===== config.mk =====
export PLATFORM = sky130hd
export DESIGN_NAME = ysyx_23060203_scoreboard
export DESIGN_NICKNAME = d
export VERILOG_FILES = /design/src/rtl/ysyx_23060203_scoreboard.sv
export SDC_FILE = /design/constraint.sdc
export NUM_CORES = 1
export LEC_CHECK = 0
export BUFFER_PORTS_ARGS = -buffer_cell sky130_fd_sc_hd__buf_2
export CELL_PAD_IN_SITES_DETAIL_PLACEMENT = 1
export CELL_PAD_IN_SITES_GLOBAL_PLACEMENT = 1
export CORE_ASPECT_RATIO = 1.4
export CORE_MARGIN = 2
export CORE_UTILIZATION = 52
export DETAILED_ROUTE_END_ITERATION = 6
export GPL_ROUTABILITY_DRIVEN = 0
export HOLD_SLACK_MARGIN = 0.08
export PLACE_DENSITY = 0.92
export SLEW_MARGIN = 40
export SYNTH_ARGS = -nofsm -noshare
export SYNTH_HDL_FRONTEND = slang
export SYNTH_SLANG_ARGS = --single-unit

===== constraint.sdc =====
create_clock -name clock -period 8.2 [get_ports clock]
set_input_delay 1.64 -clock clock [delete_from_list [all_inputs] [get_ports clock]]
set_output_delay 1.64 -clock clock [all_outputs]
set_load 0.01 [all_outputs]

===== src/rtl/ysyx_23060203_scoreboard.sv =====
// Register-hazard scoreboard between decode and the back-end: per-GPR pending-writer counts,
// issue/stall/bypass decision. Optional stall counter enabled by SCOREBOARD_PERF_EN.
module ysyx_23060203_scoreboard #(
    parameter int unsigned MAX_INFLIGHT = 4,
    parameter int unsigned CNT_W        = 3
) (
    input  logic             clock,
    input  logic             reset,
    input  logic             flush,
    input  logic             clear,
    input  logic             dec_valid,
    input  logic [4:0]       dec_rs1,
    input  logic             dec_use_rs1,
    input  logic [4:0]       dec_rs2,
    input  logic             dec_use_rs2,
    input  logic [4:0]       dec_rd,
    output logic             issue_ready,
    input  logic             issue_fire,
    input  logic             exu_fwd_valid,
    input  logic [4:0]       exu_fwd_rd,
    output logic             fwd_rs1,
    output logic             fwd_rs2,
    input  logic             wb_commit,
    input  logic [4:0]       wb_rd,
    output logic [CNT_W:0]   inflight,
    output logic             err,
    output logic [31:0]      perf_stall_cycles
);

    localparam logic [CNT_W:0]   MAX_CNT = (CNT_W+1)'(MAX_INFLIGHT);
    localparam logic [CNT_W-1:0] ONE     = CNT_W'(1);

    logic [CNT_W-1:0] pend [32];
    logic [CNT_W:0]   inflight_q;
    logic             err_q;

    logic [CNT_W-1:0] pend_rs1, pend_rs2, pend_wb;
    logic             byp1, byp2, wbp1, wbp2, stall1, stall2, full_block;
    logic             inc_req, com_req, com_ok, ovf, inc_ok, err_set;

    always_comb begin
        pend_rs1 = pend[dec_rs1];
        pend_rs2 = pend[dec_rs2];
        pend_wb  = pend[wb_rd];

        // A single pending writer may be satisfied by the EXU bypass or the write-through commit
        byp1 = dec_use_rs1 && (dec_rs1 != '0) && (pend_rs1 == ONE)
            && exu_fwd_valid && (exu_fwd_rd == dec_rs1);
        byp2 = dec_use_rs2 && (dec_rs2 != '0) && (pend_rs2 == ONE)
            && exu_fwd_valid && (exu_fwd_rd == dec_rs2);
        wbp1 = (pend_rs1 == ONE) && wb_commit && (wb_rd == dec_rs1);
        wbp2 = (pend_rs2 == ONE) && wb_commit && (wb_rd == dec_rs2);

        stall1 = dec_use_rs1 && (dec_rs1 != '0) && (pend_rs1 != '0) && !byp1 && !wbp1;
        stall2 = dec_use_rs2 && (dec_rs2 != '0) && (pend_rs2 != '0) && !byp2 && !wbp2;

        full_block  = (dec_rd != '0) && (inflight_q == MAX_CNT) && !wb_commit;
        issue_ready = !flush && !stall1 && !stall2 && !full_block;
        fwd_rs1     = byp1;
        fwd_rs2     = byp2;

        inc_req = issue_fire && issue_ready && (dec_rd != '0);
        com_req = wb_commit && (wb_rd != '0);
        com_ok  = com_req && (pend_wb != '0);
        // Guards the count even when issue_ready was granted on a commit that turns out illegal
        ovf     = inc_req && (inflight_q == MAX_CNT) && !com_ok;
        inc_ok  = inc_req && !ovf;
        err_set = (issue_fire && !issue_ready) || (com_req && !com_ok) || ovf;
    end

    always_ff @(posedge clock) begin
        if (reset) begin
            for (int unsigned i = 0; i < 32; i++) pend[i] <= '0;
            inflight_q <= '0;
            err_q      <= 1'b0;
        end else if (clear) begin
            for (int unsigned i = 0; i < 32; i++) pend[i] <= '0;
            inflight_q <= '0;
        end else begin
            if (err_set) err_q <= 1'b1;
            for (int unsigned i = 1; i < 32; i++) begin
                if (inc_ok && (dec_rd == 5'(i)) && !(com_ok && (wb_rd == 5'(i))))
                    pend[i] <= pend[i] + ONE;
                else if (com_ok && (wb_rd == 5'(i)) && !(inc_ok && (dec_rd == 5'(i))))
                    pend[i] <= pend[i] - ONE;
            end
            if (inc_ok && !com_ok)
                inflight_q <= inflight_q + 1'b1;
            else if (com_ok && !inc_ok)
                inflight_q <= inflight_q - 1'b1;
        end
    end

    assign inflight = inflight_q;
    assign err      = err_q;

`ifdef SCOREBOARD_PERF_EN
    logic [31:0] perf_q;

    always_ff @(posedge clock) begin
        if (reset)
            perf_q <= '0;
        else if (dec_valid && !flush && !issue_ready && (perf_q != '1))
            perf_q <= perf_q + 32'd1;
    end

    assign perf_stall_cycles = perf_q;
`else
    logic unused_dec_valid;
    assign unused_dec_valid  = dec_valid;
    assign perf_stall_cycles = '0;
`endif

endmodule


==> results.json <==
{
  "status": "completed",
  "place_area_um2": 9978,
  "hold_viol_final": 0,
  "p_leak_nw": 3.599,
  "chipHeight_um": 165.9,
  "first_iter_violations": 865,
  "synth_seq_cells": 98,
  "final_area_um2": 10290,
  "cts_buffer_depth": 2,
  "powerDensity_nw_per_um2": 132.1,
  "wl_um": 32900,
  "cts_max_level": 3,
  "dieArea_um2": 19850,
  "antenna_found_initial": 1,
  "route.vias.total": 9075,
  "finalSetupViolCount": 0,
  "synth_edf_count": 93,
  "rsz0062_at_grt": "no",
  "cts_tree": "yes",
  "grt_max_degree": 56,
  "ys_warn_count": 0,
  "fillerInstances": 2177,
  "io_buffers": 41,
  "syn_inst": 1072,
  "grt_first_pass_wirelength_um": 51760,
  "worst_pin_slew_ps": 879.5,
  "synth.avg_cell_area_um2": 9.082,
  "cp_max_fo": 24,
  "layout_common_cells": "nor2_1, edfxtp_1, nand2_1, inv_1, nor3_1",
  "netlist-cell-type-count": 71,
  "core.rowCount": 59,
  "fmax_mhz": 162.5,
  "core_um2": 18460,
  "drcViolationCount": 0,
  "synth_top_cell_area_share_pct": 28.69,
  "hpwl_um": 24340,
  "synthTopCellsByArea": "edfxtp_1, mux4_2, ha_1",
  "grt_usage_pct": 33.36,
  "layout_commonest_cell": "nor2_1",
  "start_kind": "primary input",
  "p_comb_share_pct": 22.7,
  "root_buffer": "clkbuf_16",
  "p_total_mw": 1.360,
  "cp-end-kind": "primary output",
  "seq_power_share_pct": 44.6,
  "hold_class": "reg2reg",
  "netSwitchingPower_mw": 0.4560,
  "p_clk_share_pct": 32.8,
  "clk_latency_ps": 390,
  "postCtsSetupRepairBufs": 0,
  "clk_pin_slew_worst_paths_ps": 80,
  "cts_hold_buf": 0,
  "initial_core_util_pct": 52.75,
  "synthFlopType": "edfxtp_1",
  "ios": 75,
  "p_sw_share_pct": 33.54,
  "yosysSeqAreaShare_pct": 29.71,
  "async_reset_ff_share_pct": 0,
  "critPathKind": "in2out",
  "finalSetupTns_ps": 0,
  "clock_skew_ps": 16.11,
  "critical_path_required_ps": 6560,
  "synth_area_um2": 9736,
  "numClockSinks": 98,
  "ctsResizeCount": 0,
  "maxSlewViolCount": 0,
  "crit_arrival_ps": 4510,
  "slew_headroom_pct": 41.36,
  "grt.overflow.total": 0,
  "fin_util_pct": 55.78,
  "min_period_over_period_pct": 75.02,
  "cts_inserted_buffers": 9,
  "finalNonFillerCells": 1327,
  "drt-wirelength-per-cell_um": 24.79,
  "viasPerCell": 6.839,
  "die_x_um": 119.6,
  "post_route_cells_drive_above_1_share_pct": 13.51,
  "internal_power_mw": 0.9037,
  "nNetsFinal": 1163,
  "grt_pass1_vias": 9516,
  "drtAntennaViolNets": 0,
  "synth_top_cell_by_area": "edfxtp_1",
  "place_inst": 1309,
  "maxCapViolCount": 0,
  "fin_crit_ps": 6152,
  "syn2layout_area_growth_pct": 5.732,
  "drt_pass1_iterations": 5,
  "ir_worst_vdd_mv": 0.08560
}
## layout make-up
class,count,area [µm²],area share (%)
Antenna cell,2,5.005,0.04862
Clock inverter,5,43.79,0.4254
Sequential cell,98,2893,28.10
Inverter,74,277.8,2.698
Tap cell,244,305.3,2.966
Timing Repair Buffer,53,310.3,3.014
Multi-Input combinational cell,840,6205,60.28
Clock buffer,11,254.0,2.467
## stage by stage
step	hold slack [ps]	setup WS, ps
2_1_floorplan	509.8	2648
3_3_place_gp	503.6	1825
3_5_place_dp	515.4	2090
4_1_cts	529.5	2103
5_1_grt	599.3	1893
6_report	533.2	2048
## per-layer routing
metal / vias to the layer above / track usage, % / routed length (µm)
met5: - / 0 / 0
met4: 0 / 22.56 / 2377
met3: 196 / 6.284 / 2770
met2: 568 / 56.72 / 16090
met1: 4442 / 37.63 / 11660
li1: 3869 / - / -
## power by group through the flow
stage	logic [mW]	registers, mW	clock network [mW]
2_1_floorplan	0.221	0.602	0
3_3_place_gp	0.276	0.613	0
3_5_place_dp	0.294	0.615	0
4_1_cts	0.297	0.604	0.447
5_1_grt	0.328	0.609	0.467
6_report	0.308	0.606	0.445
## registers in the layout, indices dropped and copies added (netlist names)
signal and count:
inflight 4, err 1, pend 93
## worst paths after layout
path / slack (ps) / cells after the start / endpoint / startpoint
worst max register to register: 3640 / 15 / inflight[3]$_SDFFE_PP0P_ / pend[25][1]$_SDFFCE_PP0P_
worst min register to register: 530 / 2 / inflight[3]$_SDFFE_PP0P_ / inflight[3]$_SDFFE_PP0P_
worst min-delay path: 530 / 2 / inflight[3]$_SDFFE_PP0P_ / inflight[3]$_SDFFE_PP0P_
worst max-delay path: 2050 / 10 / issue_ready / dec_rs1[0]
## cell usage after synthesis, drive strengths merged, types with 12 or more instances
cell type	instances
xnor2	23
nor2b	44
mux2i	40
inv	74
o21ai	23
or3	16
nor3	72
edfxtp	93
mux2	12
buf	62
nand3b	35
ha	37
a21oi	25
nor4	26
nand3	40
fa	15
nor2	103
nand2	80
nand4	18
o211ai	14
clkbuf	29
xor2	32
mux4	21
## critical path, stage by stage
cell and delay, ps:
buf_2 540, mux4_2 600, inv_1 80, o22ai_1 70, a311o_1 350, a31oi_1 420
o221ai_4 230, buf_8 220, nor2_1 170, buf_2 160
## cells by family (layout without fill, tap and decap cells)
logic type | Yosys count | count (layout) | synth area share [%]
simple gates | 494 | 494 | 28.95
buf+inv | 165 | 143 | 8.135
compound gates | 134 | 134 | 10.01
flops | 98 | 98 | 29.71
mux | 73 | 73 | 10.36
xor+xnor | 55 | 55 | 4.948
fa+ha+maj | 52 | 52 | 7.840
other cells | 1 | 34 | 0.03852
No activity file was read; power rests on OpenSTA's default activity.
